[config.mk]
export PLATFORM = sky130hd
export DESIGN_NAME = sprite_render
export DESIGN_NICKNAME = d
export VERILOG_FILES = /design/src/rtl/sprite_pkg.sv /design/src/rtl/sprite_anim.sv /design/src/rtl/sprite_render.sv
export SDC_FILE = /design/constraint.sdc
export NUM_CORES = 1
export LEC_CHECK = 0
export ABC_AREA = 1
export BUFFER_PORTS_ARGS = -buffer_cell sky130_fd_sc_hd__buf_4
export CAP_MARGIN = 20
export CELL_PAD_IN_SITES_DETAIL_PLACEMENT = 1
export CELL_PAD_IN_SITES_GLOBAL_PLACEMENT = 2
export CORE_UTILIZATION = 32
export DETAILED_ROUTE_END_ITERATION = 10
export PLACE_DENSITY = 0.81
export SYNTH_ARGS = -nofsm -noshare
export SYNTH_HDL_FRONTEND = slang
export SYNTH_SLANG_ARGS = --single-unit
[constraint.sdc]
create_clock -name clk -period 2.3 [get_ports clk]
set_input_delay 0.46 -clock clk [delete_from_list [all_inputs] [get_ports clk]]
set_output_delay 0.46 -clock clk [all_outputs]
set_load 0.05 [all_outputs]
[src/rtl/sprite_pkg.sv]
// Shared sprite geometry, ROM address layout and pixel format for the renderer and sprite ROM.
// Latency: none (constants, types and a pure function only).
// Backpressure: not applicable.
package sprite_pkg;

    // Sprite geometry and ROM contents description
    localparam int WIDTH    = 16;
    localparam int HEIGHT   = 16;
    localparam int NSPRITES = 4;

    // Pixel format: 4-bit palette index, one code reserved as see-through
    localparam int          PIX_W       = 4;
    localparam logic [3:0]  TRANSPARENT = 4'h0;

    // Raster coordinate width coming from the VGA timing generator
    localparam int POS_W = 10;

    // ROM address fields: {frame, row, col}
    localparam int COL_W  = $clog2(WIDTH);
    localparam int ROW_W  = $clog2(HEIGHT);
    localparam int FRM_W  = (NSPRITES > 1) ? $clog2(NSPRITES) : 1;
    localparam int ADDR_W = FRM_W + ROW_W + COL_W;

    // Animation step counter width; covers ANIM_DIV up to 255
    localparam int FCNT_W = 8;

    typedef struct packed {
        logic [FRM_W-1:0] frame;
        logic [ROW_W-1:0] row;
        logic [COL_W-1:0] col;
    } rom_addr_t;

    // Sprite placement captured once per video frame
    typedef struct packed {
        logic [POS_W-1:0] x;
        logic [POS_W-1:0] y;
        logic             flip;
    } shadow_t;

    // Assemble a ROM address from its fields
    function automatic rom_addr_t pack_addr(input logic [FRM_W-1:0] frame,
                                            input logic [ROW_W-1:0] row,
                                            input logic [COL_W-1:0] col);
        rom_addr_t a;
        a.frame = frame;
        a.row   = row;
        a.col   = col;
        return a;
    endfunction

endpackage

[src/rtl/sprite_anim.sv]
// Animation sequencer: counts video frames and steps the sprite frame index every ANIM_DIV frames.
// Latency: new index visible the cycle after the frame_start pulse that advances it.
// Backpressure: none; frame_start is a free-running pulse, anim_en low freezes all state.
module sprite_anim
    import sprite_pkg::*;
#(
    parameter int NSPRITES = sprite_pkg::NSPRITES,
    parameter int ANIM_DIV = 8,
    parameter int FRM_W    = sprite_pkg::FRM_W
) (
    input  logic             clk,
    input  logic             rstn,
    input  logic             frame_start_i,
    input  logic             anim_en_i,
    output logic [FRM_W-1:0] frame_o
);

    logic [FCNT_W-1:0] fcnt_q, fcnt_d;
    logic [FRM_W-1:0]  frame_q, frame_d;

    // Step only on frame_start so a frame in progress never changes animation frame
    always_comb begin
        fcnt_d  = fcnt_q;
        frame_d = frame_q;
        if (frame_start_i && anim_en_i) begin
            if (fcnt_q == FCNT_W'(ANIM_DIV - 1)) begin
                fcnt_d  = '0;
                frame_d = (frame_q == FRM_W'(NSPRITES - 1)) ? '0 : frame_q + 1'b1;
            end else begin
                fcnt_d = fcnt_q + 1'b1;
            end
        end
    end

    // Counter and frame index registers
    always_ff @(posedge clk or negedge rstn) begin
        if (!rstn) begin
            fcnt_q  <= '0;
            frame_q <= '0;
        end else begin
            fcnt_q  <= fcnt_d;
            frame_q <= frame_d;
        end
    end

    assign frame_o = frame_q;

endmodule

[src/rtl/sprite_render.sv]
// Sprite overlay: hit-tests the raster against a latched sprite box and looks up its pixel in ROM.
// Latency: exactly 3 cycles from raster position to pix_on/pix_color, one pixel per cycle.
// Backpressure: none; fully pipelined, never stalls, ROM must answer one cycle after rom_add.
module sprite_render
    import sprite_pkg::*;
#(
    parameter int              WIDTH       = sprite_pkg::WIDTH,
    parameter int              HEIGHT      = sprite_pkg::HEIGHT,
    parameter int              NSPRITES    = sprite_pkg::NSPRITES,
    parameter int              ANIM_DIV    = 8,
    parameter logic [PIX_W-1:0] TRANSPARENT = sprite_pkg::TRANSPARENT
) (
    input  logic              clk,
    input  logic              rstn,
    input  logic [POS_W-1:0]  px,
    input  logic [POS_W-1:0]  py,
    input  logic              px_valid,
    input  logic              frame_start,
    input  logic [POS_W-1:0]  spr_x,
    input  logic [POS_W-1:0]  spr_y,
    input  logic              spr_flip,
    input  logic              anim_en,
    output logic [ADDR_W-1:0] rom_add,
    input  logic [PIX_W-1:0]  rom_pixel,
    output logic              pix_on,
    output logic [PIX_W-1:0]  pix_color
);

    // ------------------------------------------------------------------
    // Shadow placement: captured at the start of vertical blanking so the
    // sprite never tears mid-frame. armed stays low after reset until the
    // first capture, which keeps a half-drawn frame blank.
    // ------------------------------------------------------------------
    shadow_t shadow_q, shadow_d;
    logic    armed_q,  armed_d;

    // Capture requested placement on frame_start; hit test this cycle still sees the old copy
    always_comb begin
        shadow_d = shadow_q;
        armed_d  = armed_q;
        if (frame_start) begin
            shadow_d.x    = spr_x;
            shadow_d.y    = spr_y;
            shadow_d.flip = spr_flip;
            armed_d       = 1'b1;
        end
    end

    // Shadow and armed registers
    always_ff @(posedge clk or negedge rstn) begin
        if (!rstn) begin
            shadow_q <= '0;
            armed_q  <= 1'b0;
        end else begin
            shadow_q <= shadow_d;
            armed_q  <= armed_d;
        end
    end

    // ------------------------------------------------------------------
    // Animation frame index
    // ------------------------------------------------------------------
    logic [FRM_W-1:0] frame_idx;

    sprite_anim #(
        .NSPRITES (NSPRITES),
        .ANIM_DIV (ANIM_DIV),
        .FRM_W    (FRM_W)
    ) u_anim (
        .clk           (clk),
        .rstn          (rstn),
        .frame_start_i (frame_start),
        .anim_en_i     (anim_en),
        .frame_o       (frame_idx)
    );

    // ------------------------------------------------------------------
    // Stage 0: hit test and address formation. Box edges are computed one
    // bit wider than the raster so a sprite placed near column 1023 ends
    // at 1024+ instead of wrapping back to column 0.
    // ------------------------------------------------------------------
    logic [POS_W:0]   px_ext, py_ext, sx_ext, sy_ext;
    logic [POS_W:0]   x_end, y_end;
    logic             in_x, in_y, hit;
    logic [COL_W-1:0] dx, col;
    logic [ROW_W-1:0] dy;

    assign px_ext = {1'b0, px};
    assign py_ext = {1'b0, py};
    assign sx_ext = {1'b0, shadow_q.x};
    assign sy_ext = {1'b0, shadow_q.y};
    assign x_end  = sx_ext + (POS_W+1)'(WIDTH);
    assign y_end  = sy_ext + (POS_W+1)'(HEIGHT);

    // Inclusive top-left, exclusive bottom-right box test against shadow placement
    always_comb begin
        in_x = (px_ext >= sx_ext) && (px_ext < x_end);
        in_y = (py_ext >= sy_ext) && (py_ext < y_end);
        hit  = px_valid && armed_q && in_x && in_y;
    end

    // Offsets inside the box; only the low bits matter once the hit is known.
    // Mirroring reads the sprite row right-to-left for a left-facing sprite.
    always_comb begin
        dx  = px[COL_W-1:0] - shadow_q.x[COL_W-1:0];
        dy  = py[ROW_W-1:0] - shadow_q.y[ROW_W-1:0];
        col = shadow_q.flip ? (COL_W'(WIDTH - 1) - dx) : dx;
    end

    // ------------------------------------------------------------------
    // Stage 1: ROM address and hit flag. The address holds on misses so
    // the ROM does not toggle outside the sprite.
    // ------------------------------------------------------------------
    rom_addr_t addr_q, addr_d;
    logic      hit_d1_q, hit_d1_d;

    // Next address and first pipeline hit flag
    always_comb begin
        addr_d   = addr_q;
        hit_d1_d = hit;
        if (hit) begin
            addr_d = pack_addr(frame_idx, dy, col);
        end
    end

    // Stage 1 registers
    always_ff @(posedge clk or negedge rstn) begin
        if (!rstn) begin
            addr_q   <= '0;
            hit_d1_q <= 1'b0;
        end else begin
            addr_q   <= addr_d;
            hit_d1_q <= hit_d1_d;
        end
    end

    assign rom_add = addr_q;

    // ------------------------------------------------------------------
    // Stage 2: hit flag waits alongside the ROM read.
    // ------------------------------------------------------------------
    logic hit_d2_q, hit_d2_d;

    // Delay hit to line up with rom_pixel
    always_comb begin
        hit_d2_d = hit_d1_q;
    end

    // Stage 2 register
    always_ff @(posedge clk or negedge rstn) begin
        if (!rstn) begin
            hit_d2_q <= 1'b0;
        end else begin
            hit_d2_q <= hit_d2_d;
        end
    end

    // ------------------------------------------------------------------
    // Stage 3: output pixel. Transparent codes and misses give a clean
    // zero colour so the downstream mux can key purely on pix_on.
    // ------------------------------------------------------------------
    logic             pix_on_q, pix_on_d;
    logic [PIX_W-1:0] pix_color_q, pix_color_d;

    // Opaque test and colour gating
    always_comb begin
        pix_on_d    = hit_d2_q && (rom_pixel != TRANSPARENT);
        pix_color_d = pix_on_d ? rom_pixel : '0;
    end

    // Output registers
    always_ff @(posedge clk or negedge rstn) begin
        if (!rstn) begin
            pix_on_q    <= 1'b0;
            pix_color_q <= '0;
        end else begin
            pix_on_q    <= pix_on_d;
            pix_color_q <= pix_color_d;
        end
    end

    assign pix_on    = pix_on_q;
    assign pix_color = pix_color_q;

endmodule

Word-level counts from Yosys, hierarchy flattened:

Index checks and enable logic that the tools add are counted.

* register bits: 49
* latch bits: 0
* bits in writable memories: 0
* ROM bits: 0
* input bits: 50
* word-level logic and storage cells: 39
* memories kept: 0

* add/sub/neg operators: 7
* multiply operators: 0
* divide/modulo/power cells: 0
* magnitude comparators: 4
* equality and inequality tests: 2
* shift operators: 0
* mux-type cells: 4
* bitwise operators: 0
* reduce and logical (&&, ||, !) cells: 9

Operators by type and width (number)
* adder 10 x 5 -> 11 bit, second input constant: 2
* < comparator 10 x 11 -> 1 bit: 2
* greater-or-equal comparator 10 bit: 2
* adder 8 x 1 -> 8 bit, second input constant: 1
* == test 8 x 3 -> 1 bit, second input constant: 1
* 2-to-1 mux 4 bit: 2
* 2-to-1 mux 8 bit: 1
* subtractor 4 bit: 2
* logical AND 1 bit: 7
* nonzero test 4 bit: 1
* subtractor 4 bit, first input constant: 1
* adder 2 x 1 -> 2 bit, second input constant: 1
* == test 2 bit, second input constant: 1
* 2-to-1 mux 2 bit: 1
* AND reduction 2 bit: 1

Depth between registers and ports, before layout:

Gate-level depths: netlist of run 1.

* word-level depth: 5
* mapped depth: 14
* depth with buffers taken out: 13

By module:

A second synthesis of run 1 with hierarchy kept.

* cells, all modules: 399
* area, all modules: 3165.5 µm²

Modules (own cells, without submodules)
* sprite_render: times used 1, cells an instance 323, area each 2580.0 µm², sequential area each 975.9 µm²
* sprite_anim: times used 1, cells an instance 76, area each 585.6 µm², sequential area each 250.2 µm²

Least setup slack after synthesis of run 1:

Ideal clock, no wire load.

* kind: register to register
* start: register shadow_q[15] (netlist bit)
* end: register addr_q (netlist bit rom_add[0])
* data arrival time: 1.916 ns
* required time: 2.181 ns
* setup slack: 0.265 ns
* stages on the path, launching flop included: 15
* clock period less this slack: 2.035 ns
* cells stage by stage: dfrtp_1 -> ha_1 -> nand3_2 -> xor2_1 -> ha_1 -> nand2_1 -> nand2_1 -> a21o_1 -> nand2_2 -> nand3_4 -> nor2_4 -> nand2_2 -> buf_6 -> nand2_1 -> nand2_1

* word-level cells in the longest chain between the ends: 5

Ends and longest elaborated chain
* from (decl): RTL line sprite_render.sv:34 `shadow_t shadow_q, shadow_d;`
* from (signal assigned): RTL line sprite_render.sv:55 `shadow_q <= shadow_d;`
* adder 10 x 5 -> 11 bit: RTL line sprite_render.sv:92 `assign x_end = sx_ext + (POS_W+1)'(WIDTH);`
* < comparator 10 x 11 -> 1 bit: RTL line sprite_render.sv:97 `in_x = (px_ext >= sx_ext) && (px_ext < x_end);`
* logical AND 1 bit (*): RTL line sprite_render.sv:97
* logical AND 1 bit (*) (2 in a row): RTL line sprite_render.sv:99 `hit = px_valid && armed_q && in_x && in_y;`
* to (signal assigned): RTL line sprite_render.sv:132 `addr_q <= addr_d;`
* to (decl): RTL line sprite_render.sv:114 `rom_addr_t addr_q, addr_d;`

Every way passes the cells marked *; elsewhere a longest branch is shown, timed or not.
A chain may end at the register's enable or synchronous reset.

Worst setup path in the final report of run 1:

* start: register shadow_q[5] (netlist bit)
* end: register addr_q (netlist bit rom_add[0])

* word-level cells in the longest chain between the ends: 4

Ends and longest elaborated chain
* adder 10 x 5 -> 11 bit: RTL line sprite_render.sv:93 `assign y_end = sy_ext + (POS_W+1)'(HEIGHT);`
* < comparator 10 x 11 -> 1 bit: RTL line sprite_render.sv:98 `in_y = (py_ext >= sy_ext) && (py_ext < y_end);`
* logical AND 1 bit (*): RTL line sprite_render.sv:98
* logical AND 1 bit (*): RTL line sprite_render.sv:99

Marked as above.

==> results of run 1 <==
==> power by group <==
group          total (mW)  switching (mW)  internal (mW)
logic                1.05           0.665          0.389
clock network       0.558           0.337          0.221
registers            1.13           0.122           1.01
==> layout make-up <==
class                      count  area (sq um)  area share, %
multi-input combinational    263          1640           42.6
sequential                    49          1230           31.8
timing repair buffer          68           514           13.3
inverter                      59           221           5.74
tap                          129           161           4.18
clock buffer                   5          68.8           1.78
clock inverter                 3          25.0          0.648
==> cell families after synthesis <==
group / count (synthesis) / synth area share, %
AOI/OAI and AO/OA: 36 / 6.45
xor gates and xnor gates: 19 / 5.32
adders and majority gates: 38 / 15.7
buffers and inverters: 67 / 8.65
DFF: 49 / 39.2
and+or+nand+nor: 170 / 24.7
==> worst max-delay path by stage <==
| stage | startpoint | endpoint | slack [ps] | cells after the start |
|---|---|---|---|---|
| CTS | shadow_q[5] | rom_add[8] | 90 | 12 |
| global placement | py[0] | rom_add[0] | 160 | 14 |
| floorplan | shadow_q[15] | rom_add[0] | 260 | 14 |
| detailed placement | py[0] | rom_add[8] | 80 | 14 |
| global route | shadow_q[16] | rom_add[4] | 10 | 13 |
| finish | shadow_q[5] | rom_add[0] | 180 | 12 |
==> per-layer routing <==
metal | track usage (%) | vias up | part of all wire (%)
met1 | 19.8 | 1202 | 45
met3 | 2.64 | 6 | 2.1
li1 | - | 1319 | -
met2 | 29.2 | 33 | 52
met4 | 3.46 | 0 | 1.0
met5 | 0 | - | 0
==> per-stage QoR <==
stage | power (mW) | cells | instance area [sq um]
finish | 2.75 | 576 | 3860
global route | 2.96 | 576 | 3860
floorplan | 1.85 | 379 | 3130
detailed placement | 2.21 | 567 | 3740
global placement | 2.18 | 567 | 3740
CTS | 2.79 | 575 | 3830
==> placed cells by master (no fill, tap or decap), types with 2 or more instances in the layout <==
master	instances
a21oi_1	9
buf_4	67
clkbuf_8	5
dfrtp_1	49
fa_1	2
ha_1	36
inv_1	51
inv_2	8
nand2_1	106
nand2_2	3
nand3_1	19
nand3_2	2
nand3b_1	2
nor2_1	22
nor2_4	2
nor3_1	3
nor3_2	4
nor4_1	2
o21a_1	2
o21ai_0	19
o21ai_1	2
xnor2_1	9
xor2_1	10
==> timing repair <==
action                     in CTS  in global routing
hold endpoints to repair        0                  0
setup buffers                   0                  1
setup endpoints to repair       0                 10
gates resized for setup         0                  4
==> sequential cells by signal (all words and copies together), names as in the netlist <==
signal,count
armed_q,1
hit_d1_q,1
hit_d2_q,1
pix_color,4
pix_on,1
rom_add,10
shadow_q,21
u_anim.fcnt_q,8
u_anim.frame_o,2
==> worst max-delay path: stages, from the launching register on <==
cell,delay [ps]
dfrtp_1,440
ha_1,260
nand3_2,90
xor2_1,160
ha_1,270
a21oi_2,150
o21bai_1,90
nand2_2,80
nand3_4,70
nor2_4,150
buf_6,160
nand3_1,80
nand2_1,70
==> flow_summary_export.csv, run 1 <==
group,metric,value,unit
sta,finalMaxSlewViolations,0,
logic_synthesis,seq_area_frac_synth,39.2,%
logic_synthesis,synthTopCellsByCount,"nand2_1, inv_1, dfrtp_1",
global_routing,grt-ovfl-total,0,
logic_synthesis,syn_area,0.00313,sq mm
floorplanning,fp.dieArea,0.0102,sq mm
global_routing,grt_start_max_net_pins,50,
detailed_routing,post_drt_wl_per_cell,13.0,um
final_layout,fillers,1202,
logic_synthesis,synth_cells,379,
sta,post-route-min-period,2120,ps
logic_synthesis,synth_top_area_share,39.2,%
sta,hold_viol_final,0,
clocking,root_buffer,"clkbuf_8",
logic_synthesis,synth_top_area_cell,"dfrtp_1",
sta,finalSetupTns,0,ps
sta,timing.final.ws_setup,177,ps
sta,fmax,471,MHz
worst_setup_path,start_kind,"flip-flop",
sta,hold_ws,139,ps
clocking,cts_sinks,49,
clocking,path_clk_slew,110,ps
sta,skew,10.9,ps
sta,slew_headroom,55.8,%
logic_synthesis,synth_flop_cell,"dfrtp_1",
floorplanning,die_h,101,um
clocking,cts_tree,"built",
worst_setup_path,r2r_start,"shadow_q[5]",
worst_setup_path,cp_data_arrival_time,2380,ps
detailed_routing,postRouteAntennaNets,0,
logic_synthesis,async_reset_ff_share,100,%
logic_synthesis,synthTopCellsByArea,"dfrtp_1, ha_1, nand2_1",
clocking,cts_buffers,5,
pwr,p_leak,2.12,nW
final_layout,drive_above_1_share,22.8,%
floorplanning,dieWidth,101,um
clocking,htree_levels,2,
placement,gp_congestion,0.737,
floorplanning,initial_core_util,33.4,%
floorplanning,rows,35,
logic_synthesis,synth.distinct_cells,31,
outcome,outcome,"finished, final reports clean",
global_routing,antenna_found_initial,0,
detailed_routing,drt-pass1-iter-count,4,
sta,rsz0062_at_grt,"false",
global_routing,first_global_vias,2661,
sta,setup_violations,0,
pwr,peakVddDrop,275,uV
pwr,p_per_area,711,mW/mm^2
detailed_routing,drt-initial-drc-count,75,
detailed_routing,vias,2560,
worst_setup_path,worstSetupPathType,"flip-flop to flip-flop",
final_layout,nets,534,
final_layout,num_antenna_cells,0,
placement,post-place-ws,77.3,ps
placement,portBuffers,64,
detailed_routing,route.detailed.drc,0,
global_routing,grt_usage,16.0,%
worst_setup_path,regToRegSetupSlack,180,ps
flow_run,max_cap_violations,0,
placement,hpwl,5840,um
sta,finalCritPeriodShare,92.3,%
worst_setup_path,r2r.worst_path.cells,12,
logic_synthesis,yosysMostFrequentCell,"nand2_1",
detailed_routing,routed_wirelength,7470,um
floorplanning,core,0.00937,sq mm
worst_setup_path,cp.required,2560,ps
logic_synthesis,ys_ff_latch,49,
detailed_routing,via_per_inst,4.44,
worst_setup_path,path_max_fanout,10,
floorplanning,ios,65,
final_layout,utilization,41.2,%
logic_synthesis,syn_nets,467,
logic_synthesis,synth.avg_cell_area,8.25,sq um
logic_synthesis,synth_edf_count,0,
min_path,min-delay-path-class,"primary input to async pin",
global_routing,grt_pass1_wl,12600,um
worst_setup_path,rr_endpoint,"rom_add[0]",
final_layout,area_delta_synth_final,23.5,%
logic_synthesis,yosysWarnings,0,
clocking,clockBufferDepth,2,
worst_setup_path,cp-end-kind,"flip-flop",
sta,worst_pin_slew,664,ps
clocking,insertion_delay,310,ps
clocking,cts_hold_buf,0,
Power figures use the tool's default switching activity.
==> inputs of run 2 (changes only) <==
--- a/config.mk
+++ b/config.mk
@@ -5,12 +5,12 @@
 export SDC_FILE = /design/constraint.sdc
 export NUM_CORES = 1
 export LEC_CHECK = 0
-export ABC_AREA = 1
 export BUFFER_PORTS_ARGS = -buffer_cell sky130_fd_sc_hd__buf_4
 export CAP_MARGIN = 20
 export CELL_PAD_IN_SITES_DETAIL_PLACEMENT = 1
 export CELL_PAD_IN_SITES_GLOBAL_PLACEMENT = 2
-export CORE_UTILIZATION = 32
+export CORE_UTILIZATION = 34
+export CTS_CLUSTER_SIZE = 25
 export DETAILED_ROUTE_END_ITERATION = 10
 export PLACE_DENSITY = 0.81
 export SYNTH_ARGS = -nofsm -noshare
==> flow_summary_export.csv, run 2 <==
group,metric,value,unit
final_layout,num_antenna_cells,0,
final_layout,mostFrequentLayoutCells,"buf_4, dfrtp_1, ha_1",
logic_synthesis,synthTopCellsByCount,"dfrtp_1, ha_1, inv_1",
placement,gp_congestion,0.813,
logic_synthesis,syn_nets,372,
logic_synthesis,synth_top_area_cell,"dfrtp_1",
detailed_routing,post_drt_wl_per_cell,14.2,um
logic_synthesis,synth_flop_cell,"dfrtp_1",
detailed_routing,drt-initial-drc-count,79,
floorplanning,core,0.00826,sq mm
worst_setup_path,cp.required,2500,ps
worst_setup_path,path_max_fanout,9,
placement,placed_area,0.00376,sq mm
logic_synthesis,synth.distinct_cells,37,
sta,worst_pin_slew,626,ps
worst_setup_path,r2r_start,"shadow_q[5]",
placement,portBuffers,64,
worst_setup_path,start_kind,"flip-flop",
global_routing,antenna_found_initial,0,
floorplanning,die_h,94.8,um
clocking,clockBufferDepth,2,
clocking,insertion_delay,310,ps
logic_synthesis,synth_top_area_share,41.8,%
final_layout,layout_commonest_cell,"buf_4",
sta,post-route-min-period,2490,ps
clocking,cts_tree,"built",
global_routing,grt_start_max_net_pins,50,
min_path,min-delay-path-class,"primary input to async pin",
clocking,cts_hold_buf,0,
logic_synthesis,yosysMostFrequentCell,"dfrtp_1",
final_layout,fillers,978,
sta,skew,3.55,ps
final_layout,largest_reg_flops,21,
sta,slew_headroom,58.2,%
sta,finalMaxSlewViolations,0,
global_routing,first_global_vias,2511,
pwr,total_power,2.96,mW
logic_synthesis,synth_cells,284,
logic_synthesis,synth_edf_count,0,
floorplanning,dieWidth,94.8,um
clocking,cts_setup_buffers,0,
logic_synthesis,seq_area_frac_synth,41.8,%
worst_setup_path,cp-end-kind,"flip-flop",
worst_setup_path,r2r.worst_path.cells,10,
sta,setup_violations,11,
detailed_routing,vias,2331,
global_routing,grt-ovfl-total,0,
worst_setup_path,crit_chain,"ha_2 -> buf_4 -> xnor2_1 -> ha_1 -> nand2_1 -> a2111oi_1 -> o21ai_1 -> nand4_1 -> buf_6 -> mux2_2",
worst_setup_path,cp_data_arrival_time,2690,ps
final_layout,top_register,"shadow_q",
detailed_routing,via_per_inst,4.80,
outcome,violations,"negative setup slack",
sta,finalCritPeriodShare,108,%
final_layout,utilization,47.2,%
logic_synthesis,async_reset_ff_share,100,%
detailed_routing,postRouteAntennaNets,0,
worst_setup_path,rr_endpoint,"rom_add[7]",
floorplanning,initial_core_util,35.5,%
clocking,cts_buffers,5,
sta,rsz0062_at_grt,"true",
floorplanning,ios,65,
sta,timing.final.ws_setup,-189,ps
final_layout,nets,468,
detailed_routing,drt-pass1-iter-count,4,
outcome,outcome,"finished, violations left",
placement,hpwl,5540,um
worst_setup_path,critical-path-slowest-cell,"dfrtp_1",
logic_synthesis,ys_ff_latch,49,
floorplanning,fp.dieArea,0.00899,sq mm
floorplanning,rows,33,
clocking,path_clk_slew,100,ps
clocking,htree_levels,2,
sta,finalSetupTns,-1620,ps
pwr,p_leak,2.01,nW
logic_synthesis,syn_area,0.00293,sq mm
global_routing,grt_pass1_wl,11300,um
detailed_routing,routed_wirelength,6890,um
clocking,root_buffer,"clkbuf_8",
final_layout,drive_above_1_share,33.3,%
logic_synthesis,yosysWarnings,0,
pwr,p_per_area,760,mW/mm^2
logic_synthesis,synth.avg_cell_area,10.3,sq um
logic_synthesis,synthTopCellsByArea,"dfrtp_1, ha_1, xnor2_1",
worst_setup_path,regToRegSetupSlack,-190,ps
worst_setup_path,worstSetupPathType,"flip-flop to flip-flop",
worst_setup_path,cp-startpoint,"shadow_q[5]",
worst_setup_path,worst_path_largest_cell_delay,410,ps
final_layout,area_delta_synth_final,33.0,%
sta,fmax,402,MHz
global_routing,grt_usage,16.4,%
clocking,cts_sinks,49,
pwr,peakVddDrop,297,uV
final_layout,fin_area,0.00390,sq mm
detailed_routing,route.detailed.drc,0,
sta,hold_viol_final,0,
flow_run,max_cap_violations,0,
sta,hold_ws,157,ps
run 2: cell types whose count changed in the layout (fill, tap and decap cells not counted), moves of 6 or more:
cell / previous run / this run
a21o_1: 1 / 7
buf_4: 67 / 95
inv_1: 51 / 32
inv_2: 8 / 0
mux2_2: 0 / 7
mux2_4: 0 / 6
nand2_1: 106 / 23
nand3_1: 19 / 11
nor2_1: 22 / 7
xnor2_1: 9 / 21
xor2_1: 10 / 2
run 2: cell type report:
| cell class | count | area, sq um | area share (%) |
|---|---|---|---|
| clock buffers | 6 | 72.6 | 1.86 |
| clock inverters | 2 | 13.8 | 0.353 |
| inverters | 32 | 120 | 3.08 |
| multi-input cells | 196 | 1610 | 41.3 |
| flip-flops and latches | 49 | 1230 | 31.5 |
| well taps | 105 | 131 | 3.37 |
| repair buffers | 96 | 724 | 18.6 |
run 2: worst max-delay path by stage:
| stage | to | slack, ps | cells after the start |
|---|---|---|---|
| 2_1_floorplan | rom_add[0] | -180 | 10 |
| 3_3_place_gp | rom_add[0] | -310 | 11 |
| 3_5_place_dp | rom_add[9] | -350 | 11 |
| 4_1_cts | rom_add[6] | -180 | 10 |
| 5_1_grt | rom_add[7] | -290 | 10 |
| 6_report | rom_add[7] | -190 | 10 |
run 2: critical path: cells and delay by family (launching register included):
kind | cells | cell delay (ps)
compound gates | 2 | 540
xor+xnor | 1 | 110
fa+ha+maj | 2 | 480
buf+inv | 2 | 300
flops | 1 | 410
mux | 1 | 340
simple gates | 2 | 190
run 2: metrics by stage:
step                std cells  setup slack, ps
global placement          478             -313
floorplan                 284             -176
CTS                       486             -182
detailed placement        478             -355
global route              486             -288
finish                    486             -189
run 2: where the power goes:
part	internal [mW]	leakage (nW)	switching, mW	total (mW)
combinational	0.555	1.36	0.674	1.23
clock	0.218	0.0456	0.319	0.537
sequential	1.04	0.608	0.152	1.20
total	1.82	2.01	1.14	2.96
run 2: cells by family (layout without fill, tap and decap cells):
kind of cell    count (synthesis)  after routing  share of synthesized area (%)
compound gates                 53             53                           11.4
xor+xnor                       23             23                           6.87
fa+ha+maj                      38             38                           16.7
flops                          49             49                           41.8
simple gates                   66             66                           11.1
mux                            16             16                           6.79
buf+inv                        39            136                           5.25
run 2: per-layer routing:
metal | track usage, % | routed length [um] | share of wire [%]
met1 | 19.4 | 2910 | 42
met2 | 29.6 | 3660 | 53
met5 | 0 | 0 | 0
met3 | 2.66 | 205 | 3.0
met4 | 5.81 | 118 | 1.7
run 2: repair_timing:
action / CTS / global route
gates cloned: 0 / 0
endpoints found under the setup margin: 11 / 11
resized for setup: 7 / 3
pin swaps: 2 / 0
==> inputs of run 3 (changes only) <==
--- a/config.mk
+++ b/config.mk
@@ -9,10 +9,10 @@
 export CAP_MARGIN = 20
 export CELL_PAD_IN_SITES_DETAIL_PLACEMENT = 1
 export CELL_PAD_IN_SITES_GLOBAL_PLACEMENT = 2
-export CORE_UTILIZATION = 34
+export CORE_UTILIZATION = 37
 export CTS_CLUSTER_SIZE = 25
 export DETAILED_ROUTE_END_ITERATION = 10
-export PLACE_DENSITY = 0.81
+export PLACE_DENSITY = 0.87
 export SYNTH_ARGS = -nofsm -noshare
 export SYNTH_HDL_FRONTEND = slang
 export SYNTH_SLANG_ARGS = --single-unit
==> constraint.sdc (replaced) <==
create_clock -name clk -period 3 [get_ports clk]
set_input_delay 0.6 -clock clk [delete_from_list [all_inputs] [get_ports clk]]
set_output_delay 0.6 -clock clk [all_outputs]
set_load 0.05 [all_outputs]
==> flow_summary_export.csv, run 3 (synthesized netlist as in run 2, its figures left out) <==
group,metric,value,unit
detailed_routing,postRouteAntennaNets,0,
clocking,path_clk_slew,100,ps
placement,portBuffers,64,
clocking,clockBufferDepth,2,
worst_setup_path,worst_path_largest_cell_delay,430,ps
sta,finalCritPeriodShare,91.6,%
outcome,outcome,"finished, final reports clean",
final_layout,final_cells,452,
worst_setup_path,worstSetupPathType,"flip-flop to flip-flop",
worst_setup_path,cp-end-kind,"flip-flop",
clocking,root_buffer,"clkbuf_8",
min_path,min-delay-path-class,"primary input to async pin",
global_routing,first_global_vias,2505,
worst_setup_path,path_common_cell,"ha_1",
worst_setup_path,cp_data_arrival_time,2940,ps
sta,rsz0062_at_grt,"false",
clocking,ctsResizeCount,0,
placement,post-place-ws,106,ps
clocking,cts_tree,"built",
final_layout,mostFrequentLayoutCells,"buf_4, dfrtp_1, ha_1",
floorplanning,dieWidth,91.0,um
placement,gp_congestion,0.773,
floorplanning,core,0.00769,sq mm
pwr,p_sw_share,38.7,%
clocking,htree_levels,2,
sta,slew_headroom,57.7,%
detailed_routing,drt-pass1-iter-count,4,
detailed_routing,route.detailed.drc,0,
final_layout,drive_above_1_share,25.4,%
sta,timing.final.ws_setup,253,ps
detailed_routing,via_per_inst,4.90,
sta,worst_pin_slew,634,ps
global_routing,antenna_found_initial,0,
sta,hold_ws,298,ps
detailed_routing,routed_wirelength,6530,um
sta,fmax,364,MHz
sta,finalMaxSlewViolations,0,
final_layout,largest_reg_flops,21,
pwr,comb_power_share,39.9,%
final_layout,area_delta_synth_final,22.8,%
pwr,clockPowerShare,18.2,%
clocking,cts_buffers,5,
clocking,cts_hold_buf,0,
final_layout,num_antenna_cells,0,
sta,setup_violations,0,
worst_setup_path,start_kind,"flip-flop",
flow_run,max_cap_violations,0,
global_routing,grt_usage,17.4,%
final_layout,layout_commonest_cell,"buf_4",
placement,hpwl,5260,um
global_routing,grt-ovfl-total,0,
worst_setup_path,cp.required,3190,ps
sta,skew,9.89,ps
pwr,p_seq_share,41.9,%
floorplanning,die_h,91.0,um
final_layout,nets,437,
sta,post-route-min-period,2750,ps
sta,hold_viol_final,0,
clocking,insertion_delay,310,ps
placement,dp_cells,444,
detailed_routing,drt-initial-drc-count,46,
final_layout,fillers,914,
sta,finalSetupTns,0,ps
global_routing,grt_pass1_wl,11400,um
pwr,p_switching,0.846,mW
floorplanning,rows,32,
clocking,cts_setup_buffers,0,
floorplanning,ios,65,
detailed_routing,vias,2215,
pwr,p_leak,1.86,nW
clocking,cts_sinks,49,
detailed_routing,post_drt_wl_per_cell,14.4,um
pwr,peakVddDrop,254,uV
floorplanning,initial_core_util,38.1,%
final_layout,utilization,46.8,%
pwr,p_int,1.34,mW
global_routing,grt_start_max_net_pins,50,
final_layout,top_register,"shadow_q",
floorplanning,fp.dieArea,0.00828,sq mm
worst_setup_path,crit_chain,"ha_1 -> nand3_1 -> xnor2_1 -> ha_1 -> a21o_1 -> a21o_2 -> a2111oi_2 -> nand4_1 -> buf_4 -> mux2_4",
pwr,p_per_area,608,mW/mm^2
worst_setup_path,path_max_fanout,11,
worst_setup_path,critical-path-slowest-cell,"dfrtp_1",
## run 3: cell count changes in the layout (fill, tap and decap cells not counted), moves of 2 or more
cell	change
ha_1	+2
a2111oi_4	-2
a2111oi_2	+2
buf_4	-30
## run 3: stage by stage
stage                     instance area [sq um]  power [mW]
after global routing                       3600        2.34
final                                      3600        2.19
after CTS                                  3600        2.23
after floorplan                            2930        1.52
after detailed placement                   3510        1.82
after global placement                     3510        1.78
## run 3: area by class of cell
cell class | count | area (sq um) | area share (%)
inverters | 32 | 120 | 3.34
flip-flops and latches | 49 | 1230 | 34.1
multi-input cells | 196 | 1550 | 43.1
repair buffers | 65 | 488 | 13.6
clock buffers | 6 | 72.6 | 2.02
clock inverters | 2 | 13.8 | 0.382
well taps | 102 | 128 | 3.55
## run 3: metal layers
| metal | share of wire (%) | up-vias | GRT usage [%] | wire length (um) |
|---|---|---|---|---|
| met5 | 0 | - | 0 | 0 |
| met2 | 52 | 41 | 32.0 | 3420 |
| li1 | - | 1097 | - | - |
| met4 | 0.96 | 0 | 3.97 | 63 |
| met3 | 3.5 | 7 | 3.27 | 229 |
| met1 | 43 | 1070 | 20.9 | 2820 |
## run 3: power by group through the flow
stage          Combinational, mW  Sequential [mW]  Clock (mW)
2_1_floorplan              0.389             1.13           0
3_3_place_gp               0.856            0.924           0
3_5_place_dp               0.888            0.930           0
4_1_cts                    0.888            0.920       0.418
5_1_grt                    0.960            0.941       0.444
6_report                   0.873            0.917       0.399
## run 3: path summary, 6_finish.rpt
kind | startpoint | to | slack (ps) | depth (start not counted)
max in group asynchronous | rstn | shadow_q[7] | 2270 | 1
min reg2reg | hit_d1_q | hit_d2_q | 370 | 0
min | rstn | pix_color[3] | 300 | 1
max | shadow_q[15] | rom_add[8] | 250 | 10
max reg2reg | shadow_q[15] | rom_add[8] | 250 | 10
min in group clk | hit_d1_q | hit_d2_q | 370 | 0
## run 3: critical path: cells and delay by family (launching register included)
kind                     cells  cell delay, ps
multiplexers                 1             310
flip-flops                   1             430
AO/OA/AOI/OAI                3             730
XOR/XNOR                     1             150
adder cells (fa/ha/maj)      2             530
AND/OR/NAND/NOR              2             260
buffers and inverters        1             220
